<file path="src/rtl/sh4a_fetch_pkg.sv">
// Shared definitions for the SH4A instruction fetch stage: FSM states, reset vector,
// and the halfword queue entry layout.
package sh4a_fetch_pkg;

    localparam logic [1:0] ST_IDLE = 2'd0;
    localparam logic [1:0] ST_WAIT = 2'd1;
    localparam logic [1:0] ST_DROP = 2'd2;

    localparam logic [31:0] DEFAULT_RESET_PC = 32'hA000_0000;

    localparam int unsigned INSN_W = 16;
    localparam int unsigned HPC_W  = 31;

    // One queued instruction; pc holds the halfword address (byte pc >> 1)
    typedef struct packed {
        logic [HPC_W-1:0]  pc;
        logic [INSN_W-1:0] insn;
    } hq_entry_t;

    function automatic hq_entry_t make_entry(input logic [HPC_W-1:0] hpc,
                                             input logic [INSN_W-1:0] insn);
        hq_entry_t e;
        e.pc   = hpc;
        e.insn = insn;
        return e;
    endfunction

endpackage

</file>
<file path="src/rtl/sh4a_halfword_queue.sv">
// Circular buffer of decoded-ready halfwords with dual push (low then high), single pop
// and flush. Flush takes priority over any same-cycle push or pop.
module sh4a_halfword_queue
    import sh4a_fetch_pkg::*;
#(
    parameter int unsigned QDEPTH = 4
) (
    input  logic                      clk,
    input  logic                      reset,
    input  logic                      flush,
    input  logic                      push0,
    input  hq_entry_t                 push0_entry,
    input  logic                      push1,
    input  hq_entry_t                 push1_entry,
    input  logic                      pop,
    output hq_entry_t                 head,
    output logic [$clog2(QDEPTH):0]   count,
    output logic [$clog2(QDEPTH):0]   free
);

    localparam int unsigned AW = $clog2(QDEPTH);
    localparam int unsigned CW = AW + 1;

    hq_entry_t        mem [QDEPTH];
    logic [AW-1:0]    wr_ptr;
    logic [AW-1:0]    rd_ptr;

    // Pointers and occupancy
    always_ff @(posedge clk) begin
        if (reset || flush) begin
            wr_ptr <= '0;
            rd_ptr <= '0;
            count  <= '0;
        end else begin
            if (pop) begin
                rd_ptr <= rd_ptr + AW'(1);
            end
            wr_ptr <= wr_ptr + AW'(push0) + AW'(push1);
            count  <= count + CW'(push0) + CW'(push1) - CW'(pop);
        end
    end

    // Storage; push1 lands in the slot after push0 when both are present
    always_ff @(posedge clk) begin
        if (reset) begin
            for (int i = 0; i < int'(QDEPTH); i++) begin
                mem[i] <= '0;
            end
        end else if (!flush) begin
            if (push0) begin
                mem[wr_ptr] <= push0_entry;
            end
            if (push1) begin
                mem[wr_ptr + AW'(push0)] <= push1_entry;
            end
        end
    end

    assign head = mem[rd_ptr];
    assign free = CW'(QDEPTH) - count;

endmodule

</file>
<file path="src/rtl/sh4a_fetch.sv">
// SH4A fetch stage: issues aligned word reads, splits them into halfword instructions
// via a small queue, and handles redirects by flushing and discarding in-flight data.
module sh4a_fetch
    import sh4a_fetch_pkg::*;
#(
    parameter logic [31:0] RESET_PC = DEFAULT_RESET_PC,
    parameter int unsigned QDEPTH   = 4
) (
    input  logic        clk,
    input  logic        reset,
    input  logic        redirect_valid,
    input  logic [31:0] redirect_pc,
    output logic        mem_req,
    output logic [31:0] mem_addr,
    input  logic        mem_ack,
    input  logic [31:0] mem_rdata,
    output logic        insn_valid,
    output logic [15:0] insn,
    output logic [31:0] insn_pc,
    input  logic        insn_ready
);

    localparam int unsigned CW = $clog2(QDEPTH) + 1;
    localparam int unsigned SW = CW + 1;

    logic [1:0]    state, state_nx;
    logic [31:0]   fetch_pc, fetch_nx;
    logic          skip_lo, skip_nx;
    logic          req_nx;
    logic [31:0]   addr_nx;

    logic          push0, push1, pop;
    hq_entry_t     push0_entry, push1_entry, head;
    hq_entry_t     lo_entry, hi_entry;
    logic [CW-1:0] q_count, q_free;
    logic [SW-1:0] used_after;
    logic          room_after;
    logic          unused_bits;

    assign unused_bits = redirect_pc[0];

    sh4a_halfword_queue #(.QDEPTH(QDEPTH)) u_queue (
        .clk         (clk),
        .reset       (reset),
        .flush       (redirect_valid),
        .push0       (push0),
        .push0_entry (push0_entry),
        .push1       (push1),
        .push1_entry (push1_entry),
        .pop         (pop),
        .head        (head),
        .count       (q_count),
        .free        (q_free)
    );

    assign insn_valid = (q_count != '0);
    assign insn       = head.insn;
    assign insn_pc    = {head.pc, 1'b0};
    assign pop        = insn_valid && insn_ready && !redirect_valid;

    assign lo_entry = make_entry({fetch_pc[31:2], 1'b0}, mem_rdata[15:0]);
    assign hi_entry = make_entry({fetch_pc[31:2], 1'b1}, mem_rdata[31:16]);

    // Reissue only if, after this push, another whole word still fits
    always_comb begin
        used_after = SW'(q_count) + (skip_lo ? SW'(1) : SW'(2)) + SW'(2);
        room_after = (used_after <= SW'(QDEPTH));
    end

    // Next-state and memory-port control
    always_comb begin
        state_nx    = state;
        req_nx      = mem_req;
        addr_nx     = mem_addr;
        fetch_nx    = fetch_pc;
        skip_nx     = skip_lo;
        push0       = 1'b0;
        push1       = 1'b0;
        push0_entry = skip_lo ? hi_entry : lo_entry;
        push1_entry = hi_entry;

        case (state)
            ST_IDLE: begin
                if (!redirect_valid && (q_free >= CW'(2))) begin
                    state_nx = ST_WAIT;
                    req_nx   = 1'b1;
                    addr_nx  = fetch_pc;
                end
            end
            ST_WAIT: begin
                if (mem_ack) begin
                    push0    = 1'b1;
                    push1    = !skip_lo;
                    skip_nx  = 1'b0;
                    fetch_nx = fetch_pc + 32'd4;
                    if (room_after) begin
                        req_nx  = 1'b1;
                        addr_nx = fetch_pc + 32'd4;
                    end else begin
                        state_nx = ST_IDLE;
                        req_nx   = 1'b0;
                    end
                end
            end
            ST_DROP: begin
                if (mem_ack) begin
                    state_nx = ST_IDLE;
                    req_nx   = 1'b0;
                end
            end
            default: begin
                state_nx = ST_IDLE;
                req_nx   = 1'b0;
            end
        endcase

        // Redirect wins; an un-acked request stays on the bus but its data is dropped
        if (redirect_valid) begin
            push0    = 1'b0;
            push1    = 1'b0;
            fetch_nx = {redirect_pc[31:2], 2'b00};
            skip_nx  = redirect_pc[1];
            if (mem_req && !mem_ack) begin
                state_nx = ST_DROP;
            end else begin
                state_nx = ST_IDLE;
                req_nx   = 1'b0;
            end
        end
    end

    always_ff @(posedge clk) begin
        if (reset) begin
            state    <= ST_IDLE;
            mem_req  <= 1'b0;
            mem_addr <= {RESET_PC[31:2], 2'b00};
            fetch_pc <= {RESET_PC[31:2], 2'b00};
            skip_lo  <= RESET_PC[1];
        end else begin
            state    <= state_nx;
            mem_req  <= req_nx;
            mem_addr <= addr_nx;
            fetch_pc <= fetch_nx;
            skip_lo  <= skip_nx;
        end
    end

endmodule

</file>
<file path="config.mk">
export PLATFORM = sky130hd
export DESIGN_NAME = sh4a_fetch
export DESIGN_NICKNAME = d
export VERILOG_FILES = /design/src/rtl/sh4a_fetch_pkg.sv /design/src/rtl/sh4a_halfword_queue.sv /design/src/rtl/sh4a_fetch.sv
export SDC_FILE = /design/constraint.sdc
export NUM_CORES = 1
export LEC_CHECK = 0
export CAP_MARGIN = 20
export CORE_MARGIN = 3
export CORE_UTILIZATION = 45
export CTS_CLUSTER_SIZE = 8
export DETAILED_ROUTE_END_ITERATION = 16
export PLACE_DENSITY = 0.64
export SLEW_MARGIN = 20
export SYNTH_ARGS = -nofsm -noshare
export SYNTH_HDL_FRONTEND = slang
export SYNTH_HIERARCHICAL = 1
export SYNTH_SLANG_ARGS = --single-unit
export TNS_END_PERCENT = 5
</file>
<file path="constraint.sdc">
create_clock -name clk -period 10.3 [get_ports clk]
set_clock_uncertainty 0.05 [all_clocks]
set_input_delay 1.03 -clock clk [delete_from_list [all_inputs] [get_ports clk]]
set_output_delay 1.03 -clock clk [all_outputs]
set_load 0.05 [all_outputs]
</file>
### Yosys cells after proc, flatten, opt, wreduce, memory -nomap -nowiden

Memory sizes are Yosys's and may differ from the RTL's. A register that Yosys moved wholly into a read port is not among the register bits.
Index checks and enable logic that the tools add are counted.

* register bits: 75
* memory bits (writable): 188
* input bits: 69
* output and inout port bits: 82
* logic and storage cells: 101
* memories: 1

Memory list
* u_queue.mem: depth 4, bits a word 47, read ports 1, clocked after memory_dff 1, write ports 4, line sh4a_halfword_queue.sv:24 `hq_entry_t mem [QDEPTH];`

* add/subtract/negate cells: 10
* magnitude comparators: 2
* equality and inequality tests: 9
* multiplexer cells: 50
* reductions and logical operators: 20

Operators with widths (number)
* 32-bit 2-to-1 mux: 6
* 47-bit 2-to-1 mux: 2
* 47-bit OR reduction: 2
* 32-bit one-hot mux with 2 select lines: 1
* 32-bit by 3-bit adder with 32-bit output, second input constant: 1
* 1-bit 2-to-1 mux: 27
* 2-bit 2-to-1 mux: 11
* 17-bit 2-to-1 mux: 1
* 3-bit != test, second input constant: 4
* 4-bit AND reduction: 2
* 3-bit by 1-bit adder with 3-bit output: 2
* 2-bit != test, second input constant: 3
* 2-bit one-hot mux with 3 select lines: 1
* 2-bit nonzero test: 3
* 2-bit by 1-bit adder with 2-bit output: 2
* 3-bit by 2-bit adder with 4-bit output: 1
* 4-bit by 2-bit adder with 4-bit output, second input constant: 1
* 4-bit by 3-bit <= comparator with 1-bit output, second input constant: 1
* 1-bit logical AND: 4
* 2-bit AND reduction: 2
* 3-bit by 2-bit greater-or-equal comparator with 1-bit output, second input constant: 1
* 1-bit logical NOT: 3
* 1-bit one-hot mux with 3 select lines: 1
* 3-bit nonzero test: 1
* 8 further kinds: 8

### Longest topological paths before layout

* depth after elaboration: 10
* mapped depth: 12
* mapped depth without buffers: 11

### Hierarchy

The synthesis kept the hierarchy.

By module, submodules not included
* sh4a_halfword_queue: instances 1, cells each 797, area an instance 10809.1 um^2, sequential area each 5825.6 um^2
* sh4a_fetch: instances 1, cells each 467, area an instance 3980.1 um^2, sequential area each 1281.2 um^2

### Worst setup path before layout

Ideal clock, no wire load.

* kind: input -> register
* start: input redirect_valid
* end: memory u_queue/mem[1][0] (netlist bit) (enable)
* data arrival time: 3.786 ns
* data required time: 9.557 ns
* setup slack: 5.771 ns
* stages: 9
* cell sequence: clkbuf_1 -> buf_1 -> nor2_1 -> ha_1 -> xnor2_2 -> nand4_1 -> buf_4 -> buf_4 -> nand3b_1

RTL lines
* start, declared: line sh4a_fetch.sv:11 `input logic redirect_valid,`
* end, declared: line sh4a_halfword_queue.sv:24

==> flow_summary_export.csv <==
group,metric,value,unit
status,status,"complete, no violations",
cells_and_area,syn_to_final_growth,17.6,%
timing,worstMarginPinSlew,1.08,ns
timing,fmax,0.197,GHz
cells_and_area,fin_nets,1424,
pwr,p_per_area,154,nW/um2
clock_network,cts_buffers,38,
clock_network,clk_root_buffer_cell,"clkbuf_16",
die,die_w,187,um
timing,rsz0062_at_grt,"no",
route,drtIter0Drc,949,
placed_design,place_area,16300,um2
global_route,gr-usage-all-layers,0.227,
pwr,power.total,2.68,mW
route,vias_per_cell,5.98,
clock_network,cts_setup_buffers,0,
min_path,whs_path_depth,2,
worst_setup_path,path_class,"primary input to flip-flop",
synthesis,yosysWarnings,6,
route,via_count,10700,
die,coreArea,32000,um2
pwr,p_int,2.00,mW
flow_run,drv_cap,0,
clock_network,clk_latency,0.51,ns
worst_setup_path,cp-end-kind,"flip-flop",
pwr,leakage,7.06,nW
synthesis,syn-instance-count,1263,
global_route,grt_pass1_wl,63300,um
clock_network,postCtsResizedCells,0,
timing,timing.final.ws_setup,5.23,ns
route,wirelength,40700,um
worst_setup_path,cp.required,10.51,ns
die,die_area,35100,um2
clock_network,cts.clk_slew.worst_paths,0.05,ns
route,drc,0,
placed_design,post-dp-hpwl,21700,um
die,num_rows,65,
placed_design,gp_congestion,0.795,
timing,hold_viol_final,0,
pwr,switching_power,0.683,mW
die,start_util,0.462,
die,die_h,187,um
global_route,grt_max_degree,99,
pwr,pwr-share-seq,0.456,
route,wl_per_cell,22.7,um
pwr,swShare,0.255,
global_route,grt_pass1_vias,10900,
timing,setup-tns-final,0,ns
min_path,worst_hold_path_type,"flip-flop to flip-flop",
placed_design,port-buffer-count,146,
cells_and_area,antennaDiodeCount,0,
synthesis,synth_area,14800,um2
timing,period_share,0.492,
die,boundaryPins,151,
clock_network,holdBufCountCts,0,
worst_setup_path,crit_path_start_kind,"primary input",
placed_design,pre_cts_ws,4.80,ns
worst_setup_path,arrival,5.28,ns
pwr,ir_drop,0.000117,V
worst_setup_path,worst-path-max-fanout,98,
timing,finalMaxSlewViolations,0,
timing,setup_viol,0,
timing,min_period,5.07,ns
timing,max_slew_margin,0.280,
pwr,p_comb_frac,0.115,
global_route,overflow,0,
cells_and_area,fill_cells,2721,
global_route,antenna_found_initial,0,
route,ant_nets,0,
clock_network,cts_tree,"done",
clock_network,cts_buffer_depth,3,
clock_network,cts_sinks,261,
clock_network,htree_levels,2,
route,firstDrtPassIters,6,
cells_and_area,fin_area,17400,um2
worst_setup_path,worst-r2r-cell-count,9,
pwr,p_clk_frac,0.429,
synthesis,avgSynthCellArea,11.7,um2
cells_and_area,layout-drive-gt1-share,0.122,
## flip-flops by register name (all words and copies together) (netlist names), named ones only
name	flops
mem_req	1
state	2
u_queue/rd_ptr	2
skip_lo	1
fetch_pc	30
u_queue/wr_ptr	2
mem_addr	30
u_queue/mem	188
u_queue/count	3
## metal layers
metal	up-vias	track usage	share of wire
li1	4890	-	-
met1	5317	0.322	0.44
met2	440	0.361	0.47
met3	77	0.0345	0.070
met4	0	0.0663	0.024
met5	-	0	0
## path summary, 6_finish.rpt
check               startpoint                end  slack, ns
hold reg to reg   mem_addr[18]       mem_addr[18]       0.45
setup / recovery       mem_ack  u_queue/mem[2][7]       5.23
setup reg to reg      state[0]  u_queue/mem[2][7]       5.49
hold / removal    mem_addr[18]       mem_addr[18]       0.45
## worst max-delay path: stages
cell             delay, ns
clkdlybuf4s50_1       0.81
nand2_1               0.21
nor2_1                0.41
ha_1                  0.37
nor4b_4               0.22
buf_4                 0.77
nand2_2               0.65
buf_4                 0.45
a31o_2                0.27
## area by class of cell
type / count / area, um2 / share of cell area
Timing Repair Buffer: 165 / 1600 / 0.0919
Clock buffer: 52 / 1070 / 0.0614
Tap cell: 435 / 544 / 0.0313
Clock inverter: 1 / 5.00 / 0.000288
Multi-Input combinational cell: 799 / 6750 / 0.389
Inverter: 79 / 297 / 0.0171
Sequential cell: 261 / 7120 / 0.409
## power by group through the flow
stage	Clock [mW]	Sequential, mW	Combinational (mW)
after floorplan	0	1.27	0.159
after global placement	0	1.24	0.304
after detailed placement	0	1.24	0.307
after CTS	1.17	1.22	0.309
after global routing	1.21	1.23	0.329
final	1.15	1.22	0.307
## layout by cell type, fill, tap and decap left out, drive strengths merged, types with 3 or more instances in the layout
master	count
nor2b	5
nor4	18
o21ai	5
xnor2	31
ha	8
a21oi	24
nor3	24
nand4	15
xor2	31
and2	5
conb	6
dfxtp	73
mux2i	99
mux4	47
o21a	20
a211oi	31
inv	79
clkdlybuf4s50	144
nand2	74
nor2	49
nand3b	3
buf	21
and3	98
a31o	94
edfxtp	188
clkbuf	52
nand3	14
nor3b	5
nand4b	48
and4	4
fa	3
mux2	16
## through the flow
stage | cells | hold WS, ns | util
2_1_floorplan | 1267 | 0.478 | -
3_3_place_gp | 1739 | 0.436 | 0.510
3_5_place_dp | 1739 | 0.443 | 0.510
4_1_cts | 1792 | 0.452 | 0.544
5_1_grt | 1792 | 0.465 | 0.544
6_report | 1792 | 0.451 | 0.544
Power figures use the tool's default switching activity.
